--- config.mk ---
export PLATFORM = sky130hd
export DESIGN_NAME = sigan_scan_ctrl
export DESIGN_NICKNAME = d
export VERILOG_FILES = /design/src/rtl/sigan_pkg.sv /design/src/rtl/sigan_result_table.sv /design/src/rtl/sigan_scan_ctrl.sv
export SDC_FILE = /design/constraint.sdc
export NUM_CORES = 1
export LEC_CHECK = 0
export ABC_AREA = 1
export ABC_CLOCK_PERIOD_IN_PS = 1900
export CORE_UTILIZATION = 62
export CTS_BUF_LIST = sky130_fd_sc_hd__clkbuf_8
export CTS_CLUSTER_DIAMETER = 150
export DETAILED_ROUTE_END_ITERATION = 10
export DONT_BUFFER_PORTS = 1
export MAX_ROUTING_LAYER = met4
export PLACE_DENSITY = 0.83
export SLEW_MARGIN = 25
export SYNTH_ARGS = -nofsm -noshare
export SYNTH_HDL_FRONTEND = slang
export SYNTH_SLANG_ARGS = --single-unit
--- constraint.sdc ---
create_clock -name clock -period 1.9 [get_ports clock]
set_input_delay 0.19 -clock clock [delete_from_list [all_inputs] [get_ports clock]]
set_output_delay 0.19 -clock clock [all_outputs]
set_load 0.05 [all_outputs]
--- src/rtl/sigan_pkg.sv ---
// Shared types for the sigan scan scheduler.
// Holds the FSM states, the result-table flag layout and the entry format.
package sigan_pkg;

  localparam int SIG_W  = 16;
  localparam int FLAG_W = 3;

  localparam int FLAG_VALID    = 0;
  localparam int FLAG_UNSTABLE = 1;
  localparam int FLAG_TIMEOUT  = 2;

  localparam int WIN_W = 4;
  localparam int TMO_W = 20;

  typedef enum logic [2:0] {
    IDLE,
    WAIT_OPEN,
    IN_GATE,
    CAPTURE,
    ADVANCE
  } state_e;

  typedef struct packed {
    logic [SIG_W-1:0]  sig;
    logic [FLAG_W-1:0] flags;
  } entry_t;

endpackage

--- src/rtl/sigan_result_table.sv ---
// Per-channel signature/flag register file.
// One synchronous write port, one combinational read port.
module sigan_result_table
  import sigan_pkg::*;
#(
  parameter int NCH  = 8,
  parameter int CH_W = 3
) (
  input  logic            clk_i,
  input  logic            rst_ni,
  input  logic            we_i,
  input  logic [CH_W-1:0] wr_addr_i,
  input  entry_t          wr_data_i,
  input  logic [CH_W-1:0] rd_addr_i,
  output entry_t          rd_data_o
);

  entry_t mem_q [NCH];

  always_ff @(posedge clk_i or negedge rst_ni) begin
    if (!rst_ni) begin
      for (int i = 0; i < NCH; i++) begin
        mem_q[i] <= '0;
      end
    end else if (we_i) begin
      mem_q[wr_addr_i] <= wr_data_i;
    end
  end

  // Addresses past the last channel read as an empty entry.
  always_comb begin
    rd_data_o = '0;
    if (int'(rd_addr_i) < NCH) begin
      rd_data_o = mem_q[rd_addr_i];
    end
  end

endmodule

--- src/rtl/sigan_scan_ctrl.sv ---
// Sweeps one sigan analyzer over NCH probe channels, repeating
// MEAS gate windows per channel and logging the result per channel.
module sigan_scan_ctrl
  import sigan_pkg::*;
#(
  parameter  int NCH     = 8,
  parameter  int MEAS    = 2,
  parameter  int TIMEOUT = 1048575,
  localparam int CH_W    = (NCH > 1) ? $clog2(NCH) : 1
) (
  input  logic             clock,
  input  logic             reset_l,
  input  logic             run,
  input  logic             start,
  input  logic             stop,
  input  logic [SIG_W-1:0] sig_in,
  output logic [CH_W-1:0]  ch_sel,
  output logic             gate,
  output logic             busy,
  output logic             sweep_done,
  output logic [15:0]      sweep_count,
  input  logic [CH_W-1:0]  rd_addr,
  output logic [SIG_W-1:0] rd_sig,
  output logic [2:0]       rd_flags
);

  localparam logic [WIN_W-1:0] LAST_WIN = WIN_W'(MEAS - 1);
  localparam logic [TMO_W-1:0] TMO_LAST = TMO_W'(TIMEOUT - 1);
  localparam logic [CH_W-1:0]  CH_LAST  = CH_W'(NCH - 1);

  state_e           state_q;
  logic [CH_W-1:0]  ch_q;
  logic             gate_q;
  logic             busy_q;
  logic             done_q;
  logic [15:0]      sweeps_q;
  logic [WIN_W-1:0] win_q;
  logic [TMO_W-1:0] tmo_q;
  logic [SIG_W-1:0] ref_q;
  logic             unst_q;

  logic [SIG_W-1:0] ref_d;
  logic             unst_d;
  logic             last_win;
  logic             tmo_evt;
  logic             wr_en;
  entry_t           wr_data;
  entry_t           rd_data;

  // Window 0 defines the reference; later windows only compare.
  always_comb begin
    ref_d    = (win_q == '0) ? sig_in : ref_q;
    unst_d   = unst_q | ((win_q != '0) && (sig_in != ref_q));
    last_win = (win_q == LAST_WIN);
    tmo_evt  = (tmo_q == TMO_LAST) &&
               (((state_q == WAIT_OPEN) && run) ||
                (state_q == IN_GATE));
  end

  always_comb begin
    wr_en   = 1'b0;
    wr_data = '0;
    if ((state_q == CAPTURE) && last_win) begin
      wr_en                         = 1'b1;
      wr_data.sig                   = ref_d;
      wr_data.flags[FLAG_VALID]     = 1'b1;
      wr_data.flags[FLAG_UNSTABLE]  = unst_d;
    end else if (tmo_evt) begin
      wr_en                         = 1'b1;
      wr_data.flags[FLAG_VALID]     = 1'b1;
      wr_data.flags[FLAG_TIMEOUT]   = 1'b1;
    end
  end

  always_ff @(posedge clock or negedge reset_l) begin
    if (!reset_l) begin
      state_q  <= IDLE;
      ch_q     <= '0;
      gate_q   <= 1'b0;
      busy_q   <= 1'b0;
      done_q   <= 1'b0;
      sweeps_q <= '0;
      win_q    <= '0;
      tmo_q    <= '0;
      ref_q    <= '0;
      unst_q   <= 1'b0;
    end else begin
      done_q <= 1'b0;
      unique case (state_q)
        IDLE: begin
          if (run) begin
            state_q <= WAIT_OPEN;
            busy_q  <= 1'b1;
            ch_q    <= '0;
            win_q   <= '0;
            tmo_q   <= '0;
            unst_q  <= 1'b0;
          end
        end
        WAIT_OPEN: begin
          tmo_q <= tmo_q + TMO_W'(1);
          if (!run) begin
            state_q <= IDLE;
            busy_q  <= 1'b0;
          end else if (tmo_evt) begin
            state_q <= ADVANCE;
          end else if (start) begin
            state_q <= IN_GATE;
            gate_q  <= 1'b1;
          end
        end
        IN_GATE: begin
          tmo_q <= tmo_q + TMO_W'(1);
          if (tmo_evt || stop) begin
            state_q <= tmo_evt ? ADVANCE : CAPTURE;
            gate_q  <= 1'b0;
          end
        end
        CAPTURE: begin
          ref_q  <= ref_d;
          unst_q <= unst_d;
          tmo_q  <= '0;
          if (last_win) begin
            state_q <= ADVANCE;
          end else begin
            win_q   <= win_q + WIN_W'(1);
            state_q <= WAIT_OPEN;
          end
        end
        ADVANCE: begin
          tmo_q  <= '0;
          win_q  <= '0;
          unst_q <= 1'b0;
          if (ch_q == CH_LAST) begin
            ch_q     <= '0;
            done_q   <= 1'b1;
            sweeps_q <= sweeps_q + 16'd1;
          end else begin
            ch_q <= ch_q + CH_W'(1);
          end
          state_q <= run ? WAIT_OPEN : IDLE;
          busy_q  <= run;
        end
        default: begin
          state_q <= IDLE;
          busy_q  <= 1'b0;
          gate_q  <= 1'b0;
        end
      endcase
    end
  end

  sigan_result_table #(
    .NCH  (NCH),
    .CH_W (CH_W)
  ) u_table (
    .clk_i     (clock),
    .rst_ni    (reset_l),
    .we_i      (wr_en),
    .wr_addr_i (ch_q),
    .wr_data_i (wr_data),
    .rd_addr_i (rd_addr),
    .rd_data_o (rd_data)
  );

  assign ch_sel      = ch_q;
  assign gate        = gate_q;
  assign busy        = busy_q;
  assign sweep_done  = done_q;
  assign sweep_count = sweeps_q;
  assign rd_sig      = rd_data.sig;
  assign rd_flags    = rd_data.flags;

endmodule

After elaboration in Yosys (flattened, before gate mapping)
Index checks and enable logic that the tools add are counted.

word-level totals
  bits in latches = 0
  output and inout bits = 41
  word-level logic and storage cells = 120
  flip-flop bits (word level) = 218
  bits in read-only memories = 0
  memories kept = 0
  bits in writable memories = 0

operators by class
  shift-type cells = 0
  multiply operators = 0
  mux-type cells = 41
  div/mod/pow operators = 0
  equality and inequality tests = 16
  order comparisons = 3
  bitwise operators = 5
  add/subtract/negate cells = 4
  reductions and logical operators = 25

operators with widths
  cell                   number
  $bwmux 152             1
  $pmux 20 s3            1
  $bmux 19 s3            1
  $demux 19 s3           1
  $mux 19                3
  $mux 16                2
  $mux 3                 9
  $add 20x1->20 const B  1
  $eq 20x20->1 const B   1
  $mux 20                1
  $add 16x1->16 const B  1
  $ne 16x16->1           1
  $pmux 3 s5             1
  $mux 1                 14
  $ne 2x2->1 const B     6
  $pmux 4 s3             1
  $reduce_and 3->1       3
  $ge 4x4->1 const B     2
  $mux 4                 2
  $not 3->4              2
  $reduce_and 2->1       4
  $eq 3x2->1 const B     2
  $eq 3x3->1 const B     2
  $pmux 1 s3             2
  21 further kinds       30

Depth between registers and ports, before layout
Gate-level depths: netlist of run 1.

  depth after elaboration = 7
  depth in mapped cells = 13
  depth with buffers taken out = 12

Modules after synthesis
Synthesis of run 1 repeated with hierarchy kept, for this count alone.

second synthesis, totals
  cell total of the unflattened synthesis = 1525
  area, all modules = 11439.7 um2

modules (own cells, without submodules)
  module              area an instance (um2)  instances  cells each  seq. area each (um2)
  sigan_result_table  7572.3                  1          1030        3803.6
  sigan_scan_ctrl     3867.5                  1          495         1651.6

Worst setup path before layout of run 1
Ideal clock, no wire load.

  path kind = register to register
  from = register ch_q[1] (netlist: ch_sel[1])
  to = register sweeps_q[13] (netlist: sweep_count[13])
  data required time = 1.777 ns
  clock period less this slack = 2.034 ns
  arrival = 1.911 ns
  setup slack = -0.134 ns
  cell stages (with the launch flop) = 10
  path buffers = 0
  library setup time = 0.123 ns
  cell sequence = dfrtp_1 ha_1 ha_1 inv_1 nor2_4 nand3_1 nor2_1 nand3_1 o21ai_0 nand2_1

on the way
  cells in the longest elaborated chain, start to end = 2

RTL lines
  element                            RTL line                source
  start: declaration                 sigan_scan_ctrl.sv:32   logic [CH_W-1:0] ch_q;
  start signal: assignment           sigan_scan_ctrl.sv:139  ch_q <= ch_q + CH_W'(1);
  $eq 3x3->1                         sigan_scan_ctrl.sv:134  if (ch_q == CH_LAST) begin
  $reduce_and 2->1 (no source line)  --
  end signal: assignment             sigan_scan_ctrl.sv:137  sweeps_q <= sweeps_q + 16'd1;
  end: declaration                   sigan_scan_ctrl.sv:36   logic [15:0] sweeps_q;

Every way passes these cells.
A chain may end at the register's enable or synchronous reset.

Worst setup path in the final report of run 1
  from = register u_table.mem_q[56] (netlist name)
  to = output port rd_sig[15]

on the way
  cells in the longest elaborated chain, start to end = 3

RTL lines
  element                                     RTL line                  source
  start: declaration                          sigan_result_table.sv:18  entry_t mem_q [NCH];
  start signal: indexed assignment            sigan_result_table.sv:26  mem_q[wr_addr_i] <= wr_data_i;
  $bmux 19 s3                                 sigan_result_table.sv:34  rd_data_o = mem_q[rd_addr_i];
  $mux 19 (implied by the code) (2 in a row)  sigan_result_table.sv:34
  end: declaration                            sigan_scan_ctrl.sv:23     output logic [SIG_W-1:0] rd_sig,

Every way passes these cells. The select of a mux whose other input is x is not followed.

==> out/metrics.csv, run 1 <==
metric,value,unit
p_leak,6.03,nW
intPower,8.31,mW
ys_types,32,
switching_share,35.2,%
grtUsageTotal,31.5,%
synth_largest_area_cell,dfrtp_1,
num_vias,9980,
max_freq,0.486,GHz
critPathTopFamily,compound AO/OA/AOI/OAI gates,
clk_transition_reported_paths,0.06,ns
cts-buffers-inserted,37,
final_nets,1437,
regArea,0.00546,mm2
critPathMaxStageDelay,0.40,ns
dp_hpwl,16300,um
ios,65,
cts_root_buf,clkbuf_8,
arrival,1.87,ns
die_area,0.0179,mm2
dpl.cell_count,1560,
stdcell_count,1650,
holdWs,-0.654,ns
setup.worst_path.start_class,flip-flop,
net-switching-power,4.51,mW
layout_setup_ws,-0.158,ns
hold_class,in -> async,
htree_levels,2,
place_area,0.0116,mm2
relSlewSlack,66.5,%
tightest_slew,0.499,ns
grt_setup_unrepaired,true,
start_util,64.2,%
clkPwrFrac,32.0,%
synth_warnings,0,
fin_crit,2.06,ns
cts_tree,done,
cp_max_fo,2,
cp_num_buf_inv,1,
cp-end-kind,output port,
drt-vias-per-instance,6.05,
insertion_delay,0.55,ns
synthFlopType,dfrtp_1,
maxSlewViolCount,0,
cp_slowest_cell,dfrtp_1,
place_congestion,0.971,
area_growth,21.1,%
status,finished with violations,
pwr-share-comb,26.1,%
critPathKind,reg -> out,
ir_drop,0.00127,V
synth_common_cells,"nand2_1, dfrtp_1, nor2_1, o21ai_0, o21ai_1",
drc_errors,0,
synth_top_area_share,50.7,%
core,0.0168,mm2
design_area,0.0130,mm2
drt_wl_total,30000,um
finalCritPeriodShare,108,%
power-per-cell-area,984,mW/mm2
die_h,134,um
yosysMostFrequentCell,nand2_1,
setup_tns,-0.688,ns
rows,47,
ant_nets,0,
async_flop_share,100,%
crit_chain,o21ai_0 > o22ai_1 > nor2_1 > a31oi_2 > buf_12,
holdBufCountCts,7,
cts.sinks,218,
synthesis.nets,1370,
grt-ovfl-total,0,
yosysSeqAreaShare,50.7,%
grt_max_degree,219,
die_w,134,um
violations,"negative hold slack, negative setup slack",
p_seq_share,41.9,%
syn_avg_cell_area,8.04,um2
grt_pass1_wl,43500,um
drive_gt1_share,20.0,%
postSynthCellCount,1338,
dr.first_iter.drc_count,1024,
cap_violations,0,
synth_edf_count,0,
io_buffers,0,
required,1.71,ns
setup_violations,23,
antenna_found_initial,0,
multi_input_area,0.00509,mm2
synth-seq-cells,218,
drt_first_pass_iters,7,
skew,0.0241,ns
antennaDiodeCount,0,
final-hold-violation-count,218,
clk_path_buf_depth,3,
grt_pass1_vias,9019,
synth_area_leaders,"dfrtp_1, nand2_1, nor2_1",
routedWlPerCell,18.2,um
fillers,1063,
syn_area,0.0108,mm2
## cells in the final DEF, fill, tap and decap left out, types with 7 or more instances in the layout
cell / n
a21oi_1: 17
nor3_1: 10
o21ai_1: 119
xor2_1: 16
o22ai_1: 18
o21ai_0: 120
nand2_1: 274
nor2_1: 173
nor2_2: 11
clkbuf_8: 46
nand2_2: 51
nand4_1: 11
dlygate4sd3_1: 7
nand2_4: 15
buf_12: 30
a31oi_2: 18
nand2_8: 9
buf_4: 40
ha_1: 7
inv_1: 107
o21ai_2: 31
nand3_1: 40
dfrtp_1: 215
## registers in the layout (all words and copies together), names as in the netlist
register and cells:
state_q 3, u_table.mem_q 152, tmo_q 20, busy 1, sweep_count 16, unst_q 1, sweep_done 1, gate 1
ch_sel 3, win_q 4, ref_q 16
## per-stage QoR
step / power (mW) / hold WS (ns) / utilization [%] / setup slack [ns]
2_1_floorplan: 7.46 / -0.106 / - / 0.0424
3_3_place_gp: 8.25 / -0.0930 / 69.0 / 0.0679
3_5_place_dp: 8.38 / -0.0961 / 69.0 / -0.0174
4_1_cts: 12.4 / -0.658 / 73.8 / -0.0402
5_1_grt: 13.4 / -0.661 / 77.8 / -0.234
6_report: 12.8 / -0.654 / 77.8 / -0.158
## logic make-up (layout without fill, tap and decap cells)
family                     Yosys count  count (layout)  synth area share (%)
AOI/OAI and AO/OA                  328             328                  16.2
and+or+nand+nor                    602             606                  23.1
buffers and inverters              161             249                  7.37
DFF                                218             218                  50.7
xor gates and xnor gates            21              21                  1.71
adders and majority gates            8               8                 0.930
## final cells by class
type                            instances  area share [%]
Sequential cell                       218            41.9
Multi-Input combinational cell        963            39.0
Timing Repair Buffer                   87            8.66
Clock buffer                           46            4.86
Inverter                               98            2.86
Tap cell                              220            2.11
Clock inverter                         18           0.595
## metal layers
layer  up-vias  global-route usage (%)  part of all wire [%]
li1       4516                       -                     -
met1      4749                    41.7                    39
met2       592                    48.9                    48
met3       123                    6.24                   9.1
met4         0                    10.3                   4.1
met5         -                       -                     0
## worst paths after layout
| kind | end | cells past startpoint | slack (ns) | startpoint |
|---|---|---|---|---|
| max in group asynchronous | ch_sel[0]$_DFFE_PN0P_ | 0 | 2.20 | reset_l |
| hold / removal | u_table.mem_q[114]$_DFFE_PN0P_ | 0 | -0.65 | reset_l |
| setup / recovery | rd_sig[15] | 5 | -0.16 | u_table.mem_q[56]$_DFFE_PN0P_ |
| setup reg to reg | u_table.mem_q[78]$_DFFE_PN0P_ | 10 | -0.13 | tmo_q[7]$_DFFE_PN0P_ |
| min in group clock | ref_q[6]$_DFFE_PN0P_ | 4 | 0.01 | sig_in[6] |
| hold reg to reg | u_table.mem_q[19]$_DFFE_PN0P_ | 2 | 0.46 | u_table.mem_q[19]$_DFFE_PN0P_ |
## power by group through the flow
stage          sequential (mW)  clock [mW]  combinational [mW]
2_1_floorplan             5.39           0                2.07
3_3_place_gp              5.40           0                2.85
3_5_place_dp              5.42           0                2.96
4_1_cts                   5.35        4.08                3.00
5_1_grt                   5.41        4.32                3.67
6_report                  5.38        4.10                3.35
## repair_timing
item	CTS	global route
gates resized for setup	2	139
gates cloned	0	8
setup endpoints to repair	24	158
hold endpoints to repair	228	218
pin swaps	1	18
setup buffers	1	10
Power figures use the tool's default switching activity.
==> run 2, diff against run 1 <==
Settings changed: CORE_UTILIZATION 62 to 45, PLACE_DENSITY 0.83 to 0.65, RECOVER_POWER set to 50.
==> run 2 against run 1 <==
The run ends with negative hold slack left. Sequential share of layout area is 0.70 points lower. Flip-flop and latch count did not move. Die area up 37%. Critical path type unchanged. Critical endpoint is now rd_sig[11]. Largest cell class unchanged.
==> out/metrics.csv, run 2 (synthesis results as in run 1) <==
metric,value,unit,change
status,finished with violations,,
violations,negative hold slack,,
ir_drop,0.000441,V,-65%
largest_reg_flops,152,,unchanged
holdWs,-0.632,ns,+0.0218 ns
place_congestion,0.906,,-6.7%
grt_max_degree,219,,unchanged
net-switching-power,4.25,mW,-5.8%
routedWlPerCell,16.1,um,-11%
hold_class,in -> async,,
drt_wl_total,28300,um,-5.7%
cts_root_buf,clkbuf_8,,
switching_share,33.9,%,-1.3 points
clk_path_buf_depth,3,,unchanged
skew,0.0253,ns,+0.00118 ns
final_common_cell,nand2_1,,
io_buffers,0,,unchanged
antennaDiodeCount,0,,unchanged
r2r_end,u_table.mem_q[106]$_DFFE_PN0P_,,
grt_pass1_vias,8684,,-3.7%
dp_hpwl,16300,um,+0.35%
setup_violations,0,,-100%
drt_first_pass_iters,5,,-2
clk_transition_reported_paths,0.06,ns,about the same
r2r_setup_slack,0.03,ns,+0.16 ns
relSlewSlack,63.7,%,-2.8 points
ios,65,,unchanged
rows,56,,+19%
die_w,157,um,+17%
dr.first_iter.drc_count,738,,-28%
fin_crit,1.88,ns,-0.177 ns
clkPwrFrac,32.2,%,+0.2 points
final-hold-violation-count,219,,+0.46%
core,0.0235,mm2,+40%
arrival,1.69,ns,-0.18 ns
layout_common_cells,"nand2_1, dfrtp_1, nor2_1",,
holdBufCountCts,11,,+4
final_nets,1448,,+0.77%
cts_tree,done,,
required,1.71,ns,about the same
p_leak,6.07,nW,+0.60%
intPower,8.30,mW,-0.13%
drc_errors,0,,unchanged
pwr-share-comb,25.1,%,-1.0 points
cts-buffers-inserted,38,,+2.7%
max_freq,0.531,GHz,+9.4%
insertion_delay,0.53,ns,-0.02 ns
antenna_found_initial,0,,unchanged
regToRegStartpoint,state_q[2]$_DFFE_PN0P_,,
cp-end-kind,output port,,
start_util,45.8,%,-18 points
maxSlewViolCount,0,,unchanged
grt_setup_unrepaired,true,,
die_area,0.0245,mm2,+37%
reg_top3,"u_table.mem_q x152, tmo_q x20",,
fillers,2125,,+100%
power-per-cell-area,947,mW/mm2,-3.7%
top_register,u_table.mem_q,,
drt-vias-per-instance,5.26,,-13%
num_vias,9218,,-7.6%
p_total,12.5,mW,-2.1%
drive_gt1_share,19.0,%,-0.96 points
setup.worst_path.start_class,flip-flop,,
area_growth,23.2,%,
die_h,157,um,+17%
critPathKind,reg -> out,,
ant_nets,0,,unchanged
cap_violations,0,,unchanged
finalCritPeriodShare,99.0,%,-9.3 points
htree_levels,2,,unchanged
cp_max_fo,2,,unchanged
grt-ovfl-total,0,,unchanged
p_seq_share,42.7,%,+0.8 points
grtUsageTotal,22.9,%,-8.6 points
cts.sinks,218,,unchanged
tightest_slew,0.544,ns,+0.0454 ns
grt_pass1_wl,43400,um,-0.30%
r2r.worst_path.cells,9,,-1
cp-startpoint,u_table.mem_q[33]$_DFFE_PN0P_,,
-- run 2: changes by cell type in the layout (fill, tap and decap cells not counted), sizes merged --
| cell | before | now |
|---|---|---|
| buf | 77 | 80 |
| clkbuf | 49 | 54 |
| clkinv | 4 | 6 |
| dlygate4sd3 | 7 | 11 |
| inv | 111 | 102 |
| nand2 | 349 | 348 |
-- run 2: cell type report --
cell class / instances / area, um2 / area share (%)
Clock buffer: 47 / 647 / 4.88
Clock inverter: 11 / 48.8 / 0.368
Inverter: 98 / 378 / 2.85
Multi-Input combinational cell: 962 / 5000 / 37.8
Sequential cell: 218 / 5460 / 41.2
Tap cell: 319 / 399 / 3.01
Timing Repair Buffer: 98 / 1320 / 9.94
-- run 2: how the worst max path moves through the flow --
stage	to	slack [ns]	depth (start not counted)
after CTS	rd_sig[15]	0.0009	5
final	rd_sig[11]	0.02	5
after floorplan	sweep_count[13]$_DFFE_PN0P_	0.04	8
after global placement	u_table.mem_q[132]$_DFFE_PN0P_	0.06	11
after global routing	u_table.mem_q[113]$_DFFE_PN0P_	-0.05	12
after detailed placement	u_table.mem_q[123]$_DFFE_PN0P_	0.02	11
-- run 2: metrics by stage --
step / setup TNS (ns) / instances / cell area, um2 / setup slack (ns) / utilization, %
after floorplan: 0 / 1338 / 10900 / 0.0424 / -
after global placement: 0 / 1661 / 11800 / 0.0559 / 50.2
after detailed placement: 0 / 1661 / 11800 / 0.0200 / 50.2
after CTS: 0 / 1730 / 12600 / 0.000933 / 53.7
after global routing: -1.94 / 1753 / 13300 / -0.0537 / 56.5
final: 0 / 1753 / 13300 / 0.0184 / 56.5
-- run 2: routing by layer --
metal	share of wire, %	up-vias	global-route usage, %
met5	0	-	-
met4	2.4	0	6.68
met1	44	4351	30.6
met3	7.0	65	4.62
li1	-	4544	-
met2	47	258	35.2
-- run 2: critical path, cell delays in order, from the launching register on --
cell and delay (ns):
dfrtp_1 0.35, o21ai_1 0.07, o22ai_1 0.21, nor2_1 0.08
a31oi_2 0.28, buf_12 0.18
-- run 2: timing repair --
| action | 4_1_cts | 5_1_grt |
|---|---|---|
| resized for setup | 6 | 104 |
| setup endpoints to repair | 4 | 155 |
| cloned | 0 | 13 |
| buffers inserted | 0 | 10 |
| pin swaps | 4 | 18 |
| hold endpoints to repair | 232 | 218 |
-- run 2: power by group through the flow --
stage               clock [mW]  sequential (mW)  combinational [mW]
finish                    4.05             5.35                3.15
CTS                       4.16             5.35                3.01
global route              4.37             5.40                3.54
detailed placement           0             5.42                2.98
global placement             0             5.40                2.92
floorplan                    0             5.39                2.07
==> run 3, diff against run 2 <==
Settings changed: CORE_UTILIZATION 45 to 55, PLACE_DENSITY 0.65 to 0.75.
==> run 3 against run 2 <==
The run ends with negative hold slack, negative setup slack left. Setup slack worse by 0.089 ns. Design area is 0.77% higher. Sequential power barely moved. Sequential share of layout area shrank 0.30 points. Die area fell by 18%. Hold slack worse by 0.0070 ns. Critical endpoint is now rd_sig[1].
==> out/metrics.csv, run 3 (synthesis results as in run 1) <==
metric,value,unit,change
status,finished with violations,,
violations,"negative hold slack, negative setup slack",,
fillers,1411,,-34%
die_area,0.0201,mm2,-18%
cts_root_buf,clkbuf_8,,
grt_pass1_vias,8925,,+2.8%
fin_crit,1.97,ns,+0.0894 ns
arrival,1.78,ns,+0.09 ns
htree_levels,2,,unchanged
p_total,13.0,mW,+3.6%
grt_pass1_wl,44100,um,+1.6%
largest_reg_flops,152,,unchanged
r2r_end,u_table.mem_q[83]$_DFFE_PN0P_,,
grt-ovfl-total,0,,unchanged
setup_violations,16,,+16
setup.worst_path.start_class,flip-flop,,
clkPwrFrac,32.8,%,+0.6 points
intPower,8.51,mW,+2.6%
insertion_delay,0.53,ns,about the same
drt_first_pass_iters,5,,unchanged
cts-buffers-inserted,37,,-2.6%
holdBufCountCts,8,,-3
routedWlPerCell,18.1,um,+12%
dp_hpwl,16200,um,-0.58%
grt_setup_unrepaired,true,,
setup_tns,-0.291,ns,-0.291 ns
drc_errors,0,,unchanged
clk_path_buf_depth,3,,unchanged
drt_wl_total,30900,um,+9.4%
io_buffers,0,,unchanged
cp_slowest_cell,a31oi_2,,
maxSlewViolCount,0,,unchanged
ir_drop,0.00117,V,+170%
layout_setup_ws,-0.0710,ns,-0.0894 ns
relSlewSlack,62.4,%,-1.3 points
r2r.worst_path.cells,9,,unchanged
p_leak,6.16,nW,+1.5%
net-switching-power,4.50,mW,+5.8%
regToRegStartpoint,state_q[2]$_DFFE_PN0P_,,
layout_common_cells,"nand2_1, dfrtp_1, nor2_1",,
holdWs,-0.639,ns,-0.00697 ns
ant_nets,0,,unchanged
tightest_slew,0.564,ns,+0.0194 ns
r2r_setup_slack,-0.05,ns,-0.08 ns
switching_share,34.6,%,+0.70 points
cts.sinks,218,,unchanged
cp-end-kind,output port,,
required,1.71,ns,about the same
final-hold-violation-count,219,,unchanged
antennaDiodeCount,0,,unchanged
grt_max_degree,219,,unchanged
multi_input_area,0.00509,mm2,+1.7%
ios,65,,unchanged
cts_tree,done,,
core,0.0190,mm2,-19%
final_common_cell,nand2_1,,
die_h,142,um,-9.4%
crit_path_frequent_cell,nor2_1,,
drive_gt1_share,20.5,%,+1.4 points
regArea,0.00546,mm2,about the same
cp_max_fo,2,,unchanged
finalCritPeriodShare,104,%,+4.7 points
num_vias,9836,,+6.7%
rows,50,,-11%
skew,0.0143,ns,-0.0110 ns
pwr-share-comb,25.9,%,+0.8 points
power-per-cell-area,974,mW/mm2,+2.9%
critPathMaxStageDelay,0.36,ns,about the same
start_util,56.8,%,+11 points
dr.first_iter.drc_count,973,,+32%
place_congestion,0.868,,-4.2%
max_freq,0.507,GHz,-4.5%
grtUsageTotal,28.4,%,+5.5 points
p_seq_share,41.2,%,-1.5 points
final_nets,1451,,+0.21%
die_w,142,um,-9.4%
hold_class,in -> async,,
critPathKind,reg -> out,,
clk_transition_reported_paths,0.06,ns,about the same
reg_top3,"u_table.mem_q x152, tmo_q x20",,
drt-vias-per-instance,5.76,,+9.6%
crit_chain,nor2_1 > nor2_1 > o21ai_0 > a31oi_2 > buf_12,,
top_register,u_table.mem_q,,
area_growth,24.1,%,
antenna_found_initial,0,,unchanged
cap_violations,0,,unchanged
==> run 3: worst max path at each step <==
| stage | startpoint | endpoint | slack, ns | cells after the start |
|---|---|---|---|---|
| 5_1_grt | tmo_q[0]$_DFFE_PN0P_ | u_table.mem_q[2]$_DFFE_PN0P_ | -0.13 | 12 |
| 3_5_place_dp | win_q[0]$_DFFE_PN0P_ | u_table.mem_q[111]$_DFFE_PN0P_ | -0.16 | 7 |
| 6_report | u_table.mem_q[99]$_DFFE_PN0P_ | rd_sig[1] | -0.07 | 5 |
| 4_1_cts | state_q[2]$_DFFE_PN0P_ | u_table.mem_q[105]$_DFFE_PN0P_ | 0.002 | 7 |
| 3_3_place_gp | win_q[0]$_DFFE_PN0P_ | u_table.mem_q[111]$_DFFE_PN0P_ | -0.06 | 7 |
| 2_1_floorplan | ch_sel[2]$_DFFE_PN0P_ | sweep_count[13]$_DFFE_PN0P_ | 0.04 | 8 |
==> run 3: layer usage <==
| layer | global-route usage [%] | vias up | share of wire [%] |
|---|---|---|---|
| li1 | - | 4557 | - |
| met1 | 39.2 | 4693 | 41 |
| met2 | 43.3 | 484 | 46 |
| met3 | 4.59 | 102 | 9.2 |
| met4 | 8.89 | 0 | 4.2 |
| met5 | - | - | 0 |
==> run 3: stage by stage <==
| stage | area, um2 | hold slack (ns) | std cells | utilization (%) | worst slack (ns) |
|---|---|---|---|---|---|
| after floorplan | 10900 | -0.106 | 1338 | - | 0.0424 |
| after global placement | 11700 | -0.0930 | 1601 | 61.5 | -0.0610 |
| after detailed placement | 11700 | -0.0932 | 1601 | 61.5 | -0.159 |
| after CTS | 12500 | -0.652 | 1676 | 66.0 | 0.00207 |
| after global routing | 13400 | -0.658 | 1707 | 70.4 | -0.135 |
| final | 13400 | -0.639 | 1707 | 70.4 | -0.0710 |
==> run 3: cell type report <==
type                            count  area share, %
Clock inverter                     20          0.787
Multi-Input combinational cell    963           38.1
Tap cell                          260           2.44
Clock buffer                       47           4.84
Inverter                           98           2.85
Sequential cell                   218           40.9
Timing Repair Buffer              101           10.1
==> run 3: critical path, delay by kind of cell, from the launching register on <==
family / cells / cell delay, ns
flops: 1 / 0.35
buf+inv: 1 / 0.18
simple gates: 2 / 0.18
compound gates: 2 / 0.54
==> run 3: power by group through the flow <==
stage               logic [mW]  registers, mW  clock network (mW)
CTS                       3.09           5.35                4.30
finish                    3.37           5.36                4.27
detailed placement        3.04           5.42                   0
floorplan                 2.07           5.39                   0
global placement          2.97           5.40                   0
global route              3.73           5.40                4.51
==> run 3: what timing repair did <==
item / in CTS / in global routing
buffers inserted: 0 / 14
pin swaps: 0 / 20
setup endpoints to repair: 28 / 153
endpoints found under the hold margin: 229 / 218
cloned: 0 / 17
resized for setup: 7 / 139
